## src/rtl/mem_arbiter.sv

```systemverilog
// Two-requester round-robin arbiter for a single-port synchronous-read memory.
// Supports bounded lock bursts and routes each read result back to its owner one cycle later.
module mem_arbiter #(
  parameter int unsigned MAX_BURST = 8
) (
  input  logic        clk,
  input  logic        rst,
  input  logic        r0_req,
  input  logic [31:0] r0_addr,
  input  logic [31:0] r0_wr_data,
  input  logic        r0_wr_ena,
  input  logic        r0_lock,
  output logic        r0_gnt,
  output logic [31:0] r0_rd_data,
  output logic        r0_rd_valid,
  input  logic        r1_req,
  input  logic [31:0] r1_addr,
  input  logic [31:0] r1_wr_data,
  input  logic        r1_wr_ena,
  input  logic        r1_lock,
  output logic        r1_gnt,
  output logic [31:0] r1_rd_data,
  output logic        r1_rd_valid,
  output logic [31:0] mem_addr,
  output logic [31:0] mem_wr_data,
  output logic        mem_wr_ena,
  input  logic [31:0] mem_rd_data
);

  typedef enum logic [1:0] {IDLE, OWN0, OWN1} state_e;

  localparam logic [7:0] BurstLimit = 8'(MAX_BURST);

  state_e      state_q, state_d;
  logic        last_winner_q, last_winner_d;
  logic [7:0]  burst_cnt_q, burst_cnt_d;
  logic        rd_pending_q, rd_pending_d;
  logic        rd_owner_q, rd_owner_d;
  logic [31:0] hold_addr_q, hold_addr_d;
  logic [31:0] hold_wr_data_q, hold_wr_data_d;

  logic        grant;
  logic        winner;
  logic        below_limit;
  logic        win_lock;
  logic        win_wr_ena;
  logic [31:0] win_addr;
  logic [31:0] win_wr_data;
  state_e      win_state;

  // Winner selection: a lock owner keeps the memory until its burst hits the limit
  // while the other side waits; otherwise plain round-robin on last_winner.
  always_comb begin
    // NOTE: every combinational output gets a default first so no path infers a latch.
    grant       = 1'b0;
    winner      = 1'b0;
    below_limit = (burst_cnt_q < BurstLimit);
    if (state_q == OWN0 && r0_req && (below_limit || !r1_req)) begin
      grant  = 1'b1;
      winner = 1'b0;
    end else if (state_q == OWN1 && r1_req && (below_limit || !r0_req)) begin
      grant  = 1'b1;
      winner = 1'b1;
    end else if (r0_req && r1_req) begin
      grant  = 1'b1;
      winner = ~last_winner_q;
    end else if (r0_req || r1_req) begin
      grant  = 1'b1;
      winner = r1_req;
    end
    if (!rst) begin
      grant = 1'b0;
    end
  end

  assign win_lock    = winner ? r1_lock    : r0_lock;
  assign win_wr_ena  = winner ? r1_wr_ena  : r0_wr_ena;
  assign win_addr    = winner ? r1_addr    : r0_addr;
  assign win_wr_data = winner ? r1_wr_data : r0_wr_data;
  assign win_state   = winner ? OWN1 : OWN0;

  assign r0_gnt      = grant & ~winner;
  assign r1_gnt      = grant & winner;
  assign mem_wr_ena  = grant & win_wr_ena;
  assign mem_addr    = !rst ? '0 : (grant ? win_addr    : hold_addr_q);
  assign mem_wr_data = !rst ? '0 : (grant ? win_wr_data : hold_wr_data_q);

  // Next state: an ungranted cycle always drops ownership and clears the burst count.
  always_comb begin
    state_d        = IDLE;
    burst_cnt_d    = '0;
    last_winner_d  = last_winner_q;
    rd_pending_d   = grant & ~win_wr_ena;
    rd_owner_d     = grant ? winner : rd_owner_q;
    hold_addr_d    = grant ? win_addr : hold_addr_q;
    hold_wr_data_d = grant ? win_wr_data : hold_wr_data_q;
    if (grant) begin
      last_winner_d = winner;
      if (win_lock) begin
        state_d = win_state;
        if (state_q == win_state) begin
          burst_cnt_d = (burst_cnt_q == 8'hFF) ? 8'hFF : burst_cnt_q + 8'd1;
        end else begin
          burst_cnt_d = 8'd1;
        end
      end
    end
  end

  // NOTE: state registers use non-blocking assignments so every flop samples pre-edge values.
  always_ff @(posedge clk) begin
    if (!rst) begin
      state_q        <= IDLE;
      last_winner_q  <= 1'b1;
      burst_cnt_q    <= '0;
      rd_pending_q   <= 1'b0;
      rd_owner_q     <= 1'b0;
      hold_addr_q    <= '0;
      hold_wr_data_q <= '0;
    end else begin
      state_q        <= state_d;
      last_winner_q  <= last_winner_d;
      burst_cnt_q    <= burst_cnt_d;
      rd_pending_q   <= rd_pending_d;
      rd_owner_q     <= rd_owner_d;
      hold_addr_q    <= hold_addr_d;
      hold_wr_data_q <= hold_wr_data_d;
    end
  end

  assign r0_rd_valid = rst & rd_pending_q & ~rd_owner_q;
  assign r1_rd_valid = rst & rd_pending_q & rd_owner_q;
  assign r0_rd_data  = r0_rd_valid ? mem_rd_data : '0;
  assign r1_rd_data  = r1_rd_valid ? mem_rd_data : '0;

endmodule

```

## config.mk

```make
export PLATFORM = sky130hd
export DESIGN_NAME = mem_arbiter
export DESIGN_NICKNAME = d
export VERILOG_FILES = /design/src/rtl/mem_arbiter.sv
export SDC_FILE = /design/constraint.sdc
export NUM_CORES = 1
export LEC_CHECK = 0
export CORE_AREA = 2 2 118 120
export DETAILED_ROUTE_END_ITERATION = 7
export DIE_AREA = 0 0 120 122
export PLACE_DENSITY = 0.85
export SLEW_MARGIN = 5
export SYNTH_ARGS = -nofsm -noshare
export SYNTH_HDL_FRONTEND = slang
export SYNTH_SLANG_ARGS = --single-unit
```

## constraint.sdc

```tcl
create_clock -name clk -period 3.39 [get_ports clk]
set_input_delay 0.678 -clock clk [delete_from_list [all_inputs] [get_ports clk]]
set_output_delay 0.678 -clock clk [all_outputs]
set_load 0.05 [all_outputs]
```

==> metrics.md, run 1 <==
| Metric | Value |
|---|---|
| Status | `complete, no violations` |
| Max H-tree Level | `3` |
| Max stage delay on crit path | `390 ps` |
| First-pass GRT wire length | `29300 µm` |
| Mapped Area | `5030 µm²` |
| Pwr Density | `340 nW/µm²` |
| Minimum clock period | `3170 ps` |
| Net count reported at finish | `1069` |
| DRC viols | `0` |
| Clk slew on worst S/H paths | `60 ps` |
| I/O pins | `301` |
| Met3 wire length | `1450 µm` |
| CTS tree | `built` |
| Cell taking the most area after synthesis | `dfxtp_1` |
| Die X | `120 µm` |
| Routed Antenna Nets | `0` |
| Cts hold-fix bufs | `0` |
| PortBufs | `300` |
| Most common cell in the netlist | `dfxtp_1` |
| Synth Flop Type | `dfxtp_1` |
| FILL cells | `1015` |
| Max Cap Violations | `0` |
| CP max stage cell | `nor4_4` |
| Final Max Tran Viols | `0` |
| Commonest cells post-synth | `dfxtp_1, and2_1, nor2_1, inv_1` |
| Clock skew | `6.48 ps` |
| Crit Path Category | `reg2out` |
| Post-Syn Instances | `644` |
| Drt via density | `5.62` |
| Syn avg cell area | `7.81 µm²` |
| RSZ-0062 raised after global routing | `no` |
| Synth top area share | `0.306` |
| Root Buffer | `clkbuf_16` |
| Placer Congestion | `0.785` |
| Post-Route WL | `19600 µm` |
| Worst Path Max Fanout | `37` |
| Tot GR Track Use | `0.252` |
| Yosys cell types | `40` |
| CP required | `2710 ps` |
| GRT Residual Overflow | `0` |
| Syn nets | `813` |
| Die area | `14600 µm²` |
| Final setup violation count | `0` |
| Worst VDD drop | `0.300 mV` |
| Area Overhead vs Synth | `85.6%` |
| 1st-iter DRT viols | `375` |
| Worst slew margin | `0.549` |
| Final hold violation count | `0` |
| CTS Sinks | `77` |
| Highest Signal Layer | `met4` |
| Fraction of layout cells with a size suffix above 1 | `0.262` |
| Crit path DAT | `2490 ps` |
| Met2 WL | `10200 µm` |
| Largest net degree at the start of global routing | `101` |
| Rows | `43` |
| Crit end category | `output pin` |
| Vias | `6097` |
| Sequential cell area fraction in the yosys report | `0.306` |
| Synth top area cells | `dfxtp_1, a311oi_1, o221ai_1` |
| Setup TNS | `0 ps` |
| Worst slew pin tran | `676 ps` |
| Die height | `122 µm` |
| CTS Buf Count | `9` |
| CP Cell Sequence | `nor4_4 -> a31oi_1 -> o2bb2ai_4 -> buf_12 -> nand2_1 -> o221a_2 -> buf_4` |
| DR pass1 iterations | `5` |
| FF+latch count, synth | `77` |
| Antenna diode count | `0` |
| Max frequency | `315 MHz` |
| Tcrit/Tclk final | `0.936` |
| Lkg Pwr | `3.59 nW` |
| Vias in the first global route | `5692` |
| Final design utilization | `0.691` |
| Core area | `13500 µm²` |
| Asr flop ratio synth | `0` |
| Class of the worst hold path | `reg2reg` |
| Dpl hpwl | `14300 µm` |
| Metal1 wirelength | `7380 µm` |
| Yosys warns | `0` |
| Initial antenna violation count | `0` |
| Clk_lat worst skew | `340 ps` |
| CP Launch Type | `flip-flop` |
| Starting Density | `0.372` |
| Post-synth EDFFs | `0` |
| Maximum buffer depth of the clock tree | `2` |
| Wire length per cell | `18.1 µm` |
[cell type report]
cell class	instances	area, µm²	share of cell area
clock buffer	14	274	0.0293
tap	180	225	0.0241
clock inverter	1	5.00	0.000536
timing repair buffer	313	3710	0.397
sequential	77	1540	0.165
multi-input combinational	437	3350	0.359
inverter	62	233	0.0249
[through the flow]
step           hold WS, ps  worst slack [ps]  total power, mW  instance area [µm²]  instances
4_1_cts                497               122             3.19                 9320       1083
3_5_place_dp           489               491             2.25                 9040       1068
6_report               492               218             3.18                 9340       1084
2_1_floorplan          453               252             1.76                 5400        644
3_3_place_gp           464               523             2.23                 9040       1068
5_1_grt                517              26.5             3.31                 9340       1084
[logic make-up (layout without fill, tap and decap cells)]
group,Yosys count,after routing,synth area share
xor gates and xnor gates,4,4,0.00697
and+or+nand+nor,222,222,0.257
muxes,7,7,0.0154
buffers and inverters,130,390,0.105
adders and majority gates,1,1,0.00249
DFF,77,77,0.306
AOI/OAI and AO/OA,203,203,0.307
[flip-flops by register name, indices dropped and copies added, names as in the netlist]
register,flops
state_q,2
burst_cnt_q,8
hold_wr_data_q,32
rd_owner_q,1
rd_pending_q,1
last_winner_q,1
hold_addr_q,32
[timing repair]
item	CTS	global route
endpoints found under the setup margin	0	17
resized for setup	0	2
setup buffers	0	0
[final timing paths]
| check | startpoint | end | slack [ps] | cells after the start |
|---|---|---|---|---|
| setup / recovery | burst_cnt_q[6] | mem_wr_data[25] | 220 | 7 |
| hold / removal | rd_owner_q | rd_owner_q | 490 | 2 |
| setup reg to reg | burst_cnt_q[6] | hold_wr_data_q[25] | 1310 | 6 |
| hold reg to reg | rd_owner_q | rd_owner_q | 490 | 2 |
[critical path: cells and delay by family, from the launching register on]
kind | cells | cell delay, ps
AO/OA/AOI/OAI | 3 | 770
AND/OR/NAND/NOR | 2 | 560
buffers and inverters | 2 | 440
flip-flops | 1 | 350
[cell usage in the layout, fill, tap and decap left out, types with 3 or more instances in the layout]
master           count
mux2_2               6
and4_1               3
clkdlybuf4s50_1    164
buf_4               71
nand3_1              7
o21a_1               5
and2_1              65
clkbuf_8             3
nor3_1               4
o221ai_1            59
inv_1               62
o221a_2              5
nor2_1              65
a211oi_1             4
a21oi_1             60
nor3b_1             60
nand2_1              7
o21ai_0              3
a311oi_2            59
dfxtp_1             77
clkbuf_16           10
and3_1               3
buf_12              74
[layer usage]
| metal | up-vias | GRT usage |
|---|---|---|
| met5 | - | 0 |
| met4 | 0 | 0.107 |
| met3 | 41 | 0.0660 |
| met2 | 254 | 0.456 |
| met1 | 2910 | 0.279 |
| li1 | 2892 | - |
[power breakdown]
group          leakage, nW  internal (mW)  switching, mW
combinational         2.82          0.516          0.722
clock                0.139          0.552          0.383
sequential           0.639          0.982         0.0233
total                 3.59           2.05           1.13
Note: power is estimated with default switching activity, not from simulation.
==> run 2: changes to the inputs <==
--- a/config.mk
+++ b/config.mk
@@ -5,10 +5,12 @@
 export SDC_FILE = /design/constraint.sdc
 export NUM_CORES = 1
 export LEC_CHECK = 0
-export CORE_AREA = 2 2 118 120
+export CAP_MARGIN = 20
+export CORE_MARGIN = 3
+export CORE_UTILIZATION = 41
 export DETAILED_ROUTE_END_ITERATION = 7
-export DIE_AREA = 0 0 120 122
-export PLACE_DENSITY = 0.85
+export MAX_ROUTING_LAYER = met4
+export PLACE_DENSITY = 0.91
 export SLEW_MARGIN = 5
 export SYNTH_ARGS = -nofsm -noshare
 export SYNTH_HDL_FRONTEND = slang
==> run 2 against run 1 <==
Sequential power about the same; design area shrank 0.24%; combinational power hardly changed; clock-buffer cell count is 3 lower; clock skew is 0.87 ps higher; flip-flop and latch count unchanged; power rose by 0.87%; cell count fell by 3.1%; first-iteration DRC count is 30% higher; utilization rose by 10 points; non-clock buffer count is 1 higher.
==> metrics.md, run 2 (synthesized netlist as in run 1, its figures left out) <==
| Metric | Value |
|---|---|
| CTS tree | `built` |
| Max frequency | `313 MHz (-0.59%)` |
| CP required | `2710 ps (about the same)` |
| CP top delay family | `compound AO/OA/AOI/OAI gates` |
| CP Launch Type | `flip-flop` |
| I/O pins | `301 (unchanged)` |
| Die X | `117 µm (-2.7%)` |
| Critical path depth | `7 (unchanged)` |
| Placer Congestion | `0.900 (+15%)` |
| Routed Antenna Nets | `0 (unchanged)` |
| Worst slew margin | `0.515 (-0.0341)` |
| Reg2reg end | `hold_wr_data_q[25]` |
| Largest net degree at the start of global routing | `88 (-13%)` |
| Max H-tree Level | `3 (unchanged)` |
| Power Total | `3.21 mW (+0.87%)` |
| Worst slew pin tran | `728 ps (+51.1 ps)` |
| Worst Path Max Fanout | `40 (+8.1%)` |
| PortBufs | `300 (unchanged)` |
| Worst VDD drop | `0.268 mV (-10%)` |
| Worst Path Buf+Inv | `2 (unchanged)` |
| Reg2Reg Depth | `6 (unchanged)` |
| Wire length per cell | `19.2 µm (+6.0%)` |
| FILL cells | `683 (-33%)` |
| First-pass GRT wire length | `30100 µm (+2.9%)` |
| Core area | `11700 µm² (-13%)` |
| Pwr Density | `344 nW/µm² (+1.1%)` |
| R2R setup slack | `1290 ps (-20 ps)` |
| Lkg Pwr | `3.61 nW (+0.48%)` |
| Final design utilization | `0.795 (+0.104)` |
| CTS Buf Count | `9 (unchanged)` |
| Crit Path Category | `reg2out` |
| Clk slew on worst S/H paths | `60 ps (about the same)` |
| Final hold violation count | `0 (unchanged)` |
| Area Overhead vs Synth | `85.2%` |
| Class of the worst hold path | `reg2reg` |
| Max stage delay on crit path | `420 ps (+30 ps)` |
| Maximum buffer depth of the clock tree | `2 (unchanged)` |
| Status | `complete, no violations` |
| Post-CTS setup buffers | `0 (unchanged)` |
| Vias | `6060 (-0.61%)` |
| Crit path from | `burst_cnt_q[6]` |
| Vias in the first global route | `5692 (unchanged)` |
| Highest Signal Layer | `met4` |
| Reg-to-Reg Start | `burst_cnt_q[6]` |
| CTS Sinks | `77 (unchanged)` |
| Tcrit/Tclk final | `0.941 (+0.00557)` |
| GRT Residual Overflow | `0 (unchanged)` |
| Die area | `13600 µm² (-6.9%)` |
| Final setup violation count | `0 (unchanged)` |
| Root Buffer | `clkbuf_16` |
| Most frequent cells in the layout | `clkdlybuf4s50_1, dfxtp_1, buf_12, buf_4` |
| Top flop regs | `hold_addr_q x32, hold_wr_data_q x32, burst_cnt_q x8` |
| Die height | `117 µm (-4.3%)` |
| Dpl hpwl | `14900 µm (+3.7%)` |
| Fraction of layout cells with a size suffix above 1 | `0.265 (+0.00273)` |
| CP max stage cell | `nor4_4` |
| Met3 wire length | `1680 µm (+16%)` |
| Quantity of gates resized following cts | `0 (unchanged)` |
| Crit end category | `output pin` |
| Minimum clock period | `3190 ps (+18.9 ps)` |
| Clock skew | `7.35 ps (+0.872 ps)` |
| Critical Path End | `mem_wr_data[25]` |
| 1st-iter DRT viols | `487 (+30%)` |
| Clk_lat worst skew | `330 ps (about the same)` |
| Commonest non-fill, non-tap cell in the layout | `clkdlybuf4s50_1` |
| DRC viols | `0 (unchanged)` |
| Hold Path Origin | `rd_owner_q` |
| DR pass1 iterations | `6 (+1)` |
| Rows | `39 (-9.3%)` |
| CP Cell Sequence | `nor4_4 -> a31oi_1 -> o2bb2ai_4 -> buf_12 -> nand2_1 -> o221a_2 -> buf_4` |
| Met2 WL | `10600 µm (+3.7%)` |
| Net count reported at finish | `1070 (+0.094%)` |
| Starting Density | `0.429 (+0.0570)` |
| Final Max Tran Viols | `0 (unchanged)` |
| Cts hold-fix bufs | `0 (unchanged)` |
| Crit path DAT | `2510 ps (+20 ps)` |
| Max Cap Violations | `0 (unchanged)` |
| Metal1 wirelength | `7260 µm (-1.6%)` |
| Tot GR Track Use | `0.289 (+0.0369)` |
| Drt via density | `5.77 (+2.6%)` |
| Initial antenna violation count | `1 (+1)` |
| Post-Route WL | `20200 µm (+2.7%)` |
run 2: power breakdown:
| group | total [mW] | internal, mW | switching (mW) |
|---|---|---|---|
| combinational | 1.24 | 0.512 | 0.725 |
| clock | 0.962 | 0.585 | 0.377 |
| sequential | 1.01 | 0.982 | 0.0241 |
run 2: routing by layer:
layer | vias up | global-route usage
met3 | 38 | 0.0637
li1 | 2900 | -
met1 | 2835 | 0.317
met2 | 287 | 0.510
met4 | 0 | 0.109
met5 | - | -
run 2: worst min path at each step:
stage                            end  slack (ps)  cells after the start
after CTS                 rd_owner_q         490                      2
final                     rd_owner_q         490                      2
after floorplan           rd_owner_q         450                      2
after global placement    rd_owner_q         470                      2
after detailed placement  rd_owner_q         480                      2
after global routing      rd_owner_q         530                      2
run 2: through the flow:
stage / instance area [µm²] / hold WS (ps) / setup TNS (ps) / std cells / setup slack, ps
floorplan: 5400 / 453 / 0 / 644 / 252
detailed placement: 9000 / 481 / 0 / 1032 / 438
global placement: 9000 / 468 / 0 / 1032 / 504
global route: 9320 / 527 / -0.300 / 1050 / -0.300
finish: 9320 / 492 / 0 / 1050 / 199
CTS: 9300 / 489 / 0 / 1048 / 116
run 2: worst reg2reg max path, delay by kind of cell (launching register included):
kind	cells	cell delay, ps
flops	1	350
buf+inv	1	260
simple gates	2	610
compound gates	3	780
run 2: layout make-up:
type | instances | area (µm²) | area share
clock inverters | 5 | 50.0 | 0.00537
multi-input cells | 437 | 3350 | 0.360
clock buffers | 11 | 243 | 0.0261
well taps | 143 | 179 | 0.0192
repair buffers | 314 | 3720 | 0.399
inverters | 62 | 233 | 0.0250
diodes | 1 | 2.50 | 0.000269
flip-flops and latches | 77 | 1540 | 0.165
